<file path="src/rtl/hydrophone_peak_scheduler_if.sv">
// Stream-in / peak-result-out bundle for hydrophone_peak_scheduler.
// HYDRO_PEAK_INDEX_EN adds the per-channel peak frame index field.
interface hydrophone_peak_scheduler_if
`ifdef HYDRO_PEAK_INDEX_EN
  #(parameter int unsigned IDX_W = 9)
`endif
  ;
  logic [31:0] s_axis_tdata;
  logic        s_axis_tvalid;
  logic        s_axis_tready;
  logic        s_axis_tlast;
  logic        m_result_valid;
  logic        m_result_ready;
  logic [63:0] m_peak;
`ifdef HYDRO_PEAK_INDEX_EN
  logic [4*IDX_W-1:0] m_peak_idx;
`endif

  // Source/consumer side
  modport master (
    output s_axis_tdata, s_axis_tvalid, s_axis_tlast, m_result_ready,
    input  s_axis_tready, m_result_valid, m_peak
`ifdef HYDRO_PEAK_INDEX_EN
    , input m_peak_idx
`endif
  );

  // Scheduler side
  modport slave (
    input  s_axis_tdata, s_axis_tvalid, s_axis_tlast, m_result_ready,
    output s_axis_tready, m_result_valid, m_peak
`ifdef HYDRO_PEAK_INDEX_EN
    , output m_peak_idx
`endif
  );
endinterface

</file>
<file path="src/rtl/hydrophone_peak_scheduler.sv">
// Windowed per-channel peak tracker for the 4-channel hydrophone stream.
// Optional HYDRO_PEAK_INDEX_EN keeps the frame index of each channel's first peak.
module hydrophone_peak_scheduler #(
  parameter int unsigned C_S_AXIS_TDATA_WIDTH = 32,
  parameter int unsigned WINDOW_FRAMES        = 500,
  parameter int unsigned IDX_W                = $clog2(WINDOW_FRAMES)
) (
  input  logic                          s_axis_aclk,
  input  logic                          s_axis_aresetn,
  input  logic                          run,
  hydrophone_peak_scheduler_if.slave    s,
  output logic                          frame_err
);

  localparam int unsigned      SMP_W      = C_S_AXIS_TDATA_WIDTH / 2;
  localparam logic [IDX_W-1:0] LAST_FRAME = IDX_W'(WINDOW_FRAMES - 1);

  typedef enum logic [1:0] {ST_IDLE, ST_ACCUM, ST_HOLD} state_t;

  state_t             r_state, w_state_next;
  logic               r_tready, w_tready_next;
  logic               r_result_valid, w_result_valid_next;
  logic               r_phase;
  logic [IDX_W-1:0]   r_count;
  logic [SMP_W-1:0]   r_peak [4];
  logic [SMP_W-1:0]   r_save [2];
  logic [4*SMP_W-1:0] r_res_peak;
  logic               r_frame_err;

  logic [SMP_W-1:0]   w_smp [4];
  logic [SMP_W-1:0]   w_base [4];
  logic [SMP_W-1:0]   w_peak_nxt [4];
  logic               w_upd [4];
  logic               w_hit [4];
  logic               w_accept, w_beat0, w_beat1, w_rollback, w_drop, w_done, w_clear;

`ifdef HYDRO_PEAK_INDEX_EN
  logic [IDX_W-1:0]   r_idx [4];
  logic [IDX_W-1:0]   r_save_idx [2];
  logic [4*IDX_W-1:0] r_res_idx;
  logic [IDX_W-1:0]   w_idx_base [4];
  logic [IDX_W-1:0]   w_idx_nxt [4];
`endif

  // Beat classification; only beats seen in ACCUM with run high count.
  assign w_accept   = (r_state == ST_ACCUM) && run && s.s_axis_tvalid;
  assign w_beat0    = w_accept && !s.s_axis_tlast;
  assign w_rollback = w_beat0 && r_phase;
  assign w_drop     = w_accept && s.s_axis_tlast && !r_phase;
  assign w_beat1    = w_accept && s.s_axis_tlast && r_phase;
  assign w_done     = w_beat1 && (r_count == LAST_FRAME);
  assign w_clear    = (r_state != ST_ACCUM) || !run || w_done;

  // Peak candidates; a broken frame restarts from the pre-frame ch0/ch1 peaks.
  always_comb begin
    w_smp[0]  = s.s_axis_tdata[SMP_W-1:0];
    w_smp[1]  = s.s_axis_tdata[2*SMP_W-1:SMP_W];
    w_smp[2]  = s.s_axis_tdata[SMP_W-1:0];
    w_smp[3]  = s.s_axis_tdata[2*SMP_W-1:SMP_W];
    w_upd[0]  = w_beat0;
    w_upd[1]  = w_beat0;
    w_upd[2]  = w_beat1;
    w_upd[3]  = w_beat1;
    w_base[0] = w_rollback ? r_save[0] : r_peak[0];
    w_base[1] = w_rollback ? r_save[1] : r_peak[1];
    w_base[2] = r_peak[2];
    w_base[3] = r_peak[3];
    for (int i = 0; i < 4; i++) begin
      w_hit[i]      = w_upd[i] && (w_smp[i] > w_base[i]);
      w_peak_nxt[i] = w_hit[i] ? w_smp[i] : w_base[i];
    end
`ifdef HYDRO_PEAK_INDEX_EN
    w_idx_base[0] = w_rollback ? r_save_idx[0] : r_idx[0];
    w_idx_base[1] = w_rollback ? r_save_idx[1] : r_idx[1];
    w_idx_base[2] = r_idx[2];
    w_idx_base[3] = r_idx[3];
    for (int i = 0; i < 4; i++) begin
      w_idx_nxt[i] = w_hit[i] ? r_count : w_idx_base[i];
    end
`endif
  end

  always_ff @(posedge s_axis_aclk) begin
    if (!s_axis_aresetn) begin
      r_state        <= ST_IDLE;
      r_tready       <= 1'b0;
      r_result_valid <= 1'b0;
    end else begin
      r_state        <= w_state_next;
      r_tready       <= w_tready_next;
      r_result_valid <= w_result_valid_next;
    end
  end

  always_comb begin
    w_state_next = r_state;
    unique case (r_state)
      ST_IDLE:  if (run) w_state_next = ST_ACCUM;
      ST_ACCUM: begin
        if (!run)        w_state_next = ST_IDLE;
        else if (w_done) w_state_next = ST_HOLD;
      end
      ST_HOLD:  if (s.m_result_ready) w_state_next = run ? ST_ACCUM : ST_IDLE;
      default:  w_state_next = ST_IDLE;
    endcase
    w_tready_next       = (w_state_next != ST_HOLD);
    w_result_valid_next = (w_state_next == ST_HOLD);
  end

  // Window accumulators, result capture and sticky framing error.
  always_ff @(posedge s_axis_aclk) begin
    if (!s_axis_aresetn) begin
      r_phase     <= 1'b0;
      r_count     <= '0;
      r_res_peak  <= '0;
      r_frame_err <= 1'b0;
      for (int i = 0; i < 4; i++) r_peak[i] <= '0;
      for (int i = 0; i < 2; i++) r_save[i] <= '0;
`ifdef HYDRO_PEAK_INDEX_EN
      r_res_idx <= '0;
      for (int i = 0; i < 4; i++) r_idx[i] <= '0;
      for (int i = 0; i < 2; i++) r_save_idx[i] <= '0;
`endif
    end else begin
      if (w_drop || w_rollback) r_frame_err <= 1'b1;
      if (w_done) begin
        r_res_peak <= {w_peak_nxt[3], w_peak_nxt[2], w_peak_nxt[1], w_peak_nxt[0]};
`ifdef HYDRO_PEAK_INDEX_EN
        r_res_idx  <= {w_idx_nxt[3], w_idx_nxt[2], w_idx_nxt[1], w_idx_nxt[0]};
`endif
      end
      if (w_clear) begin
        r_phase <= 1'b0;
        r_count <= '0;
        for (int i = 0; i < 4; i++) r_peak[i] <= '0;
        for (int i = 0; i < 2; i++) r_save[i] <= '0;
`ifdef HYDRO_PEAK_INDEX_EN
        for (int i = 0; i < 4; i++) r_idx[i] <= '0;
        for (int i = 0; i < 2; i++) r_save_idx[i] <= '0;
`endif
      end else begin
        for (int i = 0; i < 4; i++) r_peak[i] <= w_peak_nxt[i];
`ifdef HYDRO_PEAK_INDEX_EN
        for (int i = 0; i < 4; i++) r_idx[i] <= w_idx_nxt[i];
`endif
        if (w_beat0) begin
          r_save[0] <= w_base[0];
          r_save[1] <= w_base[1];
`ifdef HYDRO_PEAK_INDEX_EN
          r_save_idx[0] <= w_idx_base[0];
          r_save_idx[1] <= w_idx_base[1];
`endif
          r_phase <= 1'b1;
        end else if (w_beat1) begin
          r_phase <= 1'b0;
          r_count <= r_count + IDX_W'(1);
        end
      end
    end
  end

  assign s.s_axis_tready  = r_tready;
  assign s.m_result_valid = r_result_valid;
  assign s.m_peak         = r_res_peak;
  assign frame_err        = r_frame_err;
`ifdef HYDRO_PEAK_INDEX_EN
  assign s.m_peak_idx     = r_res_idx;
`endif

endmodule

</file>
<file path="src/flat_wrapper.sv">
// flat-port wrapper written by rule: the top's interface ports become plain ports
module hydrophone_peak_scheduler_flat 
#(
  parameter int unsigned C_S_AXIS_TDATA_WIDTH = 32,
  parameter int unsigned WINDOW_FRAMES        = 500,
  parameter int unsigned IDX_W                = $clog2(WINDOW_FRAMES)
)
  (s_axis_aclk, s_axis_aresetn, run, frame_err, s_s_axis_tdata, s_s_axis_tvalid, s_s_axis_tlast, s_m_result_ready, s_s_axis_tready, s_m_result_valid, s_m_peak);
  hydrophone_peak_scheduler_if s_i ();
  input  logic s_axis_aclk;
  input  logic s_axis_aresetn;
  input  logic run;
  output logic frame_err;
  input wire logic [$bits(s_i.s_axis_tdata)-1:0] s_s_axis_tdata;
  input wire logic [$bits(s_i.s_axis_tvalid)-1:0] s_s_axis_tvalid;
  input wire logic [$bits(s_i.s_axis_tlast)-1:0] s_s_axis_tlast;
  input wire logic [$bits(s_i.m_result_ready)-1:0] s_m_result_ready;
  output wire logic [$bits(s_i.s_axis_tready)-1:0] s_s_axis_tready;
  output wire logic [$bits(s_i.m_result_valid)-1:0] s_m_result_valid;
  output wire logic [$bits(s_i.m_peak)-1:0] s_m_peak;
  assign s_i.s_axis_tdata = s_s_axis_tdata;
  assign s_i.s_axis_tvalid = s_s_axis_tvalid;
  assign s_i.s_axis_tlast = s_s_axis_tlast;
  assign s_i.m_result_ready = s_m_result_ready;
  assign s_s_axis_tready = s_i.s_axis_tready;
  assign s_m_result_valid = s_i.m_result_valid;
  assign s_m_peak = s_i.m_peak;
  hydrophone_peak_scheduler #(.C_S_AXIS_TDATA_WIDTH(C_S_AXIS_TDATA_WIDTH), .WINDOW_FRAMES(WINDOW_FRAMES), .IDX_W(IDX_W)) u_core (.s_axis_aclk(s_axis_aclk), .s_axis_aresetn(s_axis_aresetn), .run(run), .s(s_i), .frame_err(frame_err));
endmodule
</file>
<file path="config.mk">
export PLATFORM = sky130hd
export DESIGN_NAME = hydrophone_peak_scheduler_flat
export DESIGN_NICKNAME = d
export VERILOG_FILES = /design/src/rtl/hydrophone_peak_scheduler_if.sv /design/src/rtl/hydrophone_peak_scheduler.sv /design/src/flat_wrapper.sv
export SDC_FILE = /design/constraint.sdc
export NUM_CORES = 1
export LEC_CHECK = 0
export ABC_AREA = 1
export CAP_MARGIN = 40
export CORE_MARGIN = 2
export CORE_UTILIZATION = 50
export DETAILED_ROUTE_END_ITERATION = 10
export PLACE_DENSITY = 0.69
export SLEW_MARGIN = 30
export SYNTH_ARGS = -nofsm -noshare
export SYNTH_HDL_FRONTEND = slang
export SYNTH_SLANG_ARGS = --single-unit
</file>
<file path="constraint.sdc">
create_clock -name s_axis_aclk -period 4.47 [get_ports s_axis_aclk]
set_input_delay 1.1175 -clock s_axis_aclk [delete_from_list [all_inputs] [get_ports s_axis_aclk]]
set_output_delay 1.1175 -clock s_axis_aclk [all_outputs]
set_load 0.03 [all_outputs]
</file>
==> results.json, run 1 <==
{
  "grt.total_usage": 0.238,
  "hold_viol_final": 0,
  "die_w_um": 142,
  "numCtsBuffers": 17,
  "layout_commonest_cell": "nand2_1",
  "critPathMaxFanout": 63,
  "synth-seq-area-share": 0.450,
  "final_util": 0.615,
  "async_reset_ff_frac": 0,
  "yosysTopAreaCell": "edfxtp_1",
  "cts.clk_slew.worst_paths_ns": 0.07,
  "drc_errors": 0,
  "routed_via_density": 4.97,
  "ir_worst_vdd_uv": 275,
  "io_pins": 105,
  "avgSynthCellArea_um2": 7.66,
  "ctsHoldBuffers": 0,
  "grt_max_degree": 69,
  "rsz0062_at_grt": "no",
  "ant_nets": 0,
  "hp-class": "flip-flop to flip-flop",
  "end_kind": "flip-flop",
  "slew_violations": 0,
  "cts_setup_buffers": 0,
  "cts_sinks": 175,
  "gr-total-overflow": 0,
  "initial_core_util": 0.511,
  "syn_inst": 1248,
  "worstSkewPairLatency_ns": 0.44,
  "critPathKind": "primary input to flip-flop",
  "p_per_area_mw_per_mm2": 296,
  "worstMarginPinSlew_ns": 0.782,
  "antenna_found_initial": 0,
  "yosysUniqueCellTypes": 28,
  "die_h_um": 142,
  "io_buffers": 104,
  "outcome": "finished clean",
  "finClkSkew_ns": 0.00956,
  "cts_tree": "yes",
  "place_congestion": 0.788,
  "slew_headroom": 0.479,
  "htreeDepth": 4,
  "cts_root_buffer": "clkbuf_16",
  "vias": 8135,
  "period_needed_ns": 4.19,
  "max_freq_ghz": 0.239,
  "die-area_mm2": 0.0202,
  "antennaDiodeCount": 0,
  "drt_iter0_drc": 598,
  "synth.area.top_cells": "edfxtp_1 (25%), dfxtp_1 (20%), nand2_1 (10%)",
  "critPathRequiredTime_ns": 4.65,
  "grt_pass1_wl_mm": 38.2,
  "synthToLayoutAreaGrowth_pct": 20.3,
  "setup_viol": 0,
  "cp-start-kind": "primary input",
  "detailed_place_hpwl_mm": 15.6,
  "core_area_mm2": 0.0187,
  "wl_per_cell_um": 14.0,
  "cap_viol_max_count": 0,
  "nets": 1493,
  "place_ws_ns": -0.129,
  "mostFrequentLayoutCells": "nand2_1 (261), nor2_1 (195), inv_1 (192)",
  "critical_path_arrival_ns": 4.37,
  "synth_edf_count": 80,
  "drive_gt1_frac": 0.0649,
  "synth_warnings": 0,
  "synthFlopType": "dfxtp_1",
  "p_leak_nw": 5.27,
  "dr.pass1.iters": 5,
  "period_share": 0.938,
  "clockBufferDepth": 2,
  "setup_slack_ns": 0.278,
  "synthesis.area_mm2": 0.00956,
  "finalSetupTns_ns": 0,
  "grt_pass1_vias": 7626,
  "fin_hold_ws_ns": 0.474,
  "synth_top_area_frac": 0.251,
  "rows": 50,
  "synth_seq_cells": 175,
  "routed_wl_mm": 23.0,
  "cts_resized": 0
}
==> routing by layer <==
metal  share of wire  global-route usage
met1            0.49               0.343
met2            0.44               0.374
met3           0.051              0.0427
met5               0                   0
met4           0.014              0.0547
==> area by class of cell <==
cell class                 count  area (um2)
timing repair buffer         125        1240
multi-input combinational    874        4390
inverter                     197         739
tap                          234         293
sequential                   175        4300
clock inverter                 9        56.3
clock buffer                  23         479
fill                        1655        7200
==> registers in the layout, summed over array words and instances, names as in the netlist <==
name,flops
u_core.r_count,9
u_core.r_peak,64
u_core.frame_err,1
u_core.s.m_result_valid,1
u_core.s.s_axis_tready,1
u_core.s.m_peak,64
u_core.r_save,32
u_core.r_phase,1
u_core.r_state,2
==> logic make-up after synthesis <==
kind of cell | synth area share
other | 0.000392
buffers and inverters | 0.109
DFF | 0.450
AOI/OAI and AO/OA | 0.0839
and+or+nand+nor | 0.271
adders and majority gates | 0.0851
==> Yosys cell counts, types with 11 or more instances <==
library cell  count
a21oi_1          98
buf_2            11
buf_4            16
clkbuf_1         16
dfxtp_1          95
edfxtp_1         80
ha_1             65
inv_1           192
nand2_1         261
nand3_1         137
nor2_1          195
o21ai_0          19
o21ai_2          20
==> power by group <==
part	switching [mW]	internal, mW	total (mW)
clock	0.649	0.759	1.41
sequential	0.0103	1.70	1.71
combinational	0.183	0.112	0.295
total	0.841	2.57	3.41
==> final timing paths <==
check                                                    start                           endpoint  slack (ns)  cells after the start
worst max-delay path                                       run  u_core.r_peak[0][0]$_SDFFCE_PN0P_        0.28                     18
worst min-delay path            u_core.r_count[7]$_SDFFE_PN0P_     u_core.r_count[7]$_SDFFE_PN0P_        0.47                      2
worst max register to register    u_core.r_state[0]$_SDFF_PN0_  u_core.r_peak[0][0]$_SDFFCE_PN0P_        1.12                     17
worst min register to register  u_core.r_count[7]$_SDFFE_PN0P_     u_core.r_count[7]$_SDFFE_PN0P_        0.47                      2
==> stage by stage <==
| stage | cells | total power [mW] | cell area, um2 |
|---|---|---|---|
| after floorplan | 1295 | 1.91 | 9730 |
| after global placement | 1605 | 2.02 | 11000 |
| after detailed placement | 1605 | 2.03 | 11000 |
| after CTS | 1637 | 3.42 | 11500 |
| after global routing | 1637 | 3.53 | 11500 |
| final | 1637 | 3.41 | 11500 |
==> worst max-delay path, cell delays in order <==
cell,delay (ns)
clkdlybuf4s50_1,0.48
nand2_1,0.06
nor2_2,0.11
nand2_2,0.09
nor2_4,0.14
nand2_2,0.09
buf_12,0.22
o21ai_0,0.29
inv_1,0.11
ha_1,0.30
nand2_1,0.07
inv_1,0.05
nand4_1,0.12
nor2_1,0.08
nor2_4,0.37
nand2_2,0.35
nand2_1,0.19
a21oi_1,0.08
Note: power is estimated with default switching activity, not from simulation.
==> run 2: changes to the inputs <==
--- a/config.mk
+++ b/config.mk
@@ -6,7 +6,6 @@
 export NUM_CORES = 1
 export LEC_CHECK = 0
 export ABC_AREA = 1
-export CAP_MARGIN = 40
 export CORE_MARGIN = 2
 export CORE_UTILIZATION = 50
 export DETAILED_ROUTE_END_ITERATION = 10
==> results of run 2 <==
Same layout as run 1: the final DEF is identical, and so are final timing and power.
==> run 3: changes to the inputs <==
--- a/config.mk
+++ b/config.mk
@@ -14,3 +14,4 @@
 export SYNTH_ARGS = -nofsm -noshare
 export SYNTH_HDL_FRONTEND = slang
 export SYNTH_SLANG_ARGS = --single-unit
+export TNS_END_PERCENT = 100
==> results of run 3 <==
Same layout as run 1: the final DEF is identical, and so are final timing and power.
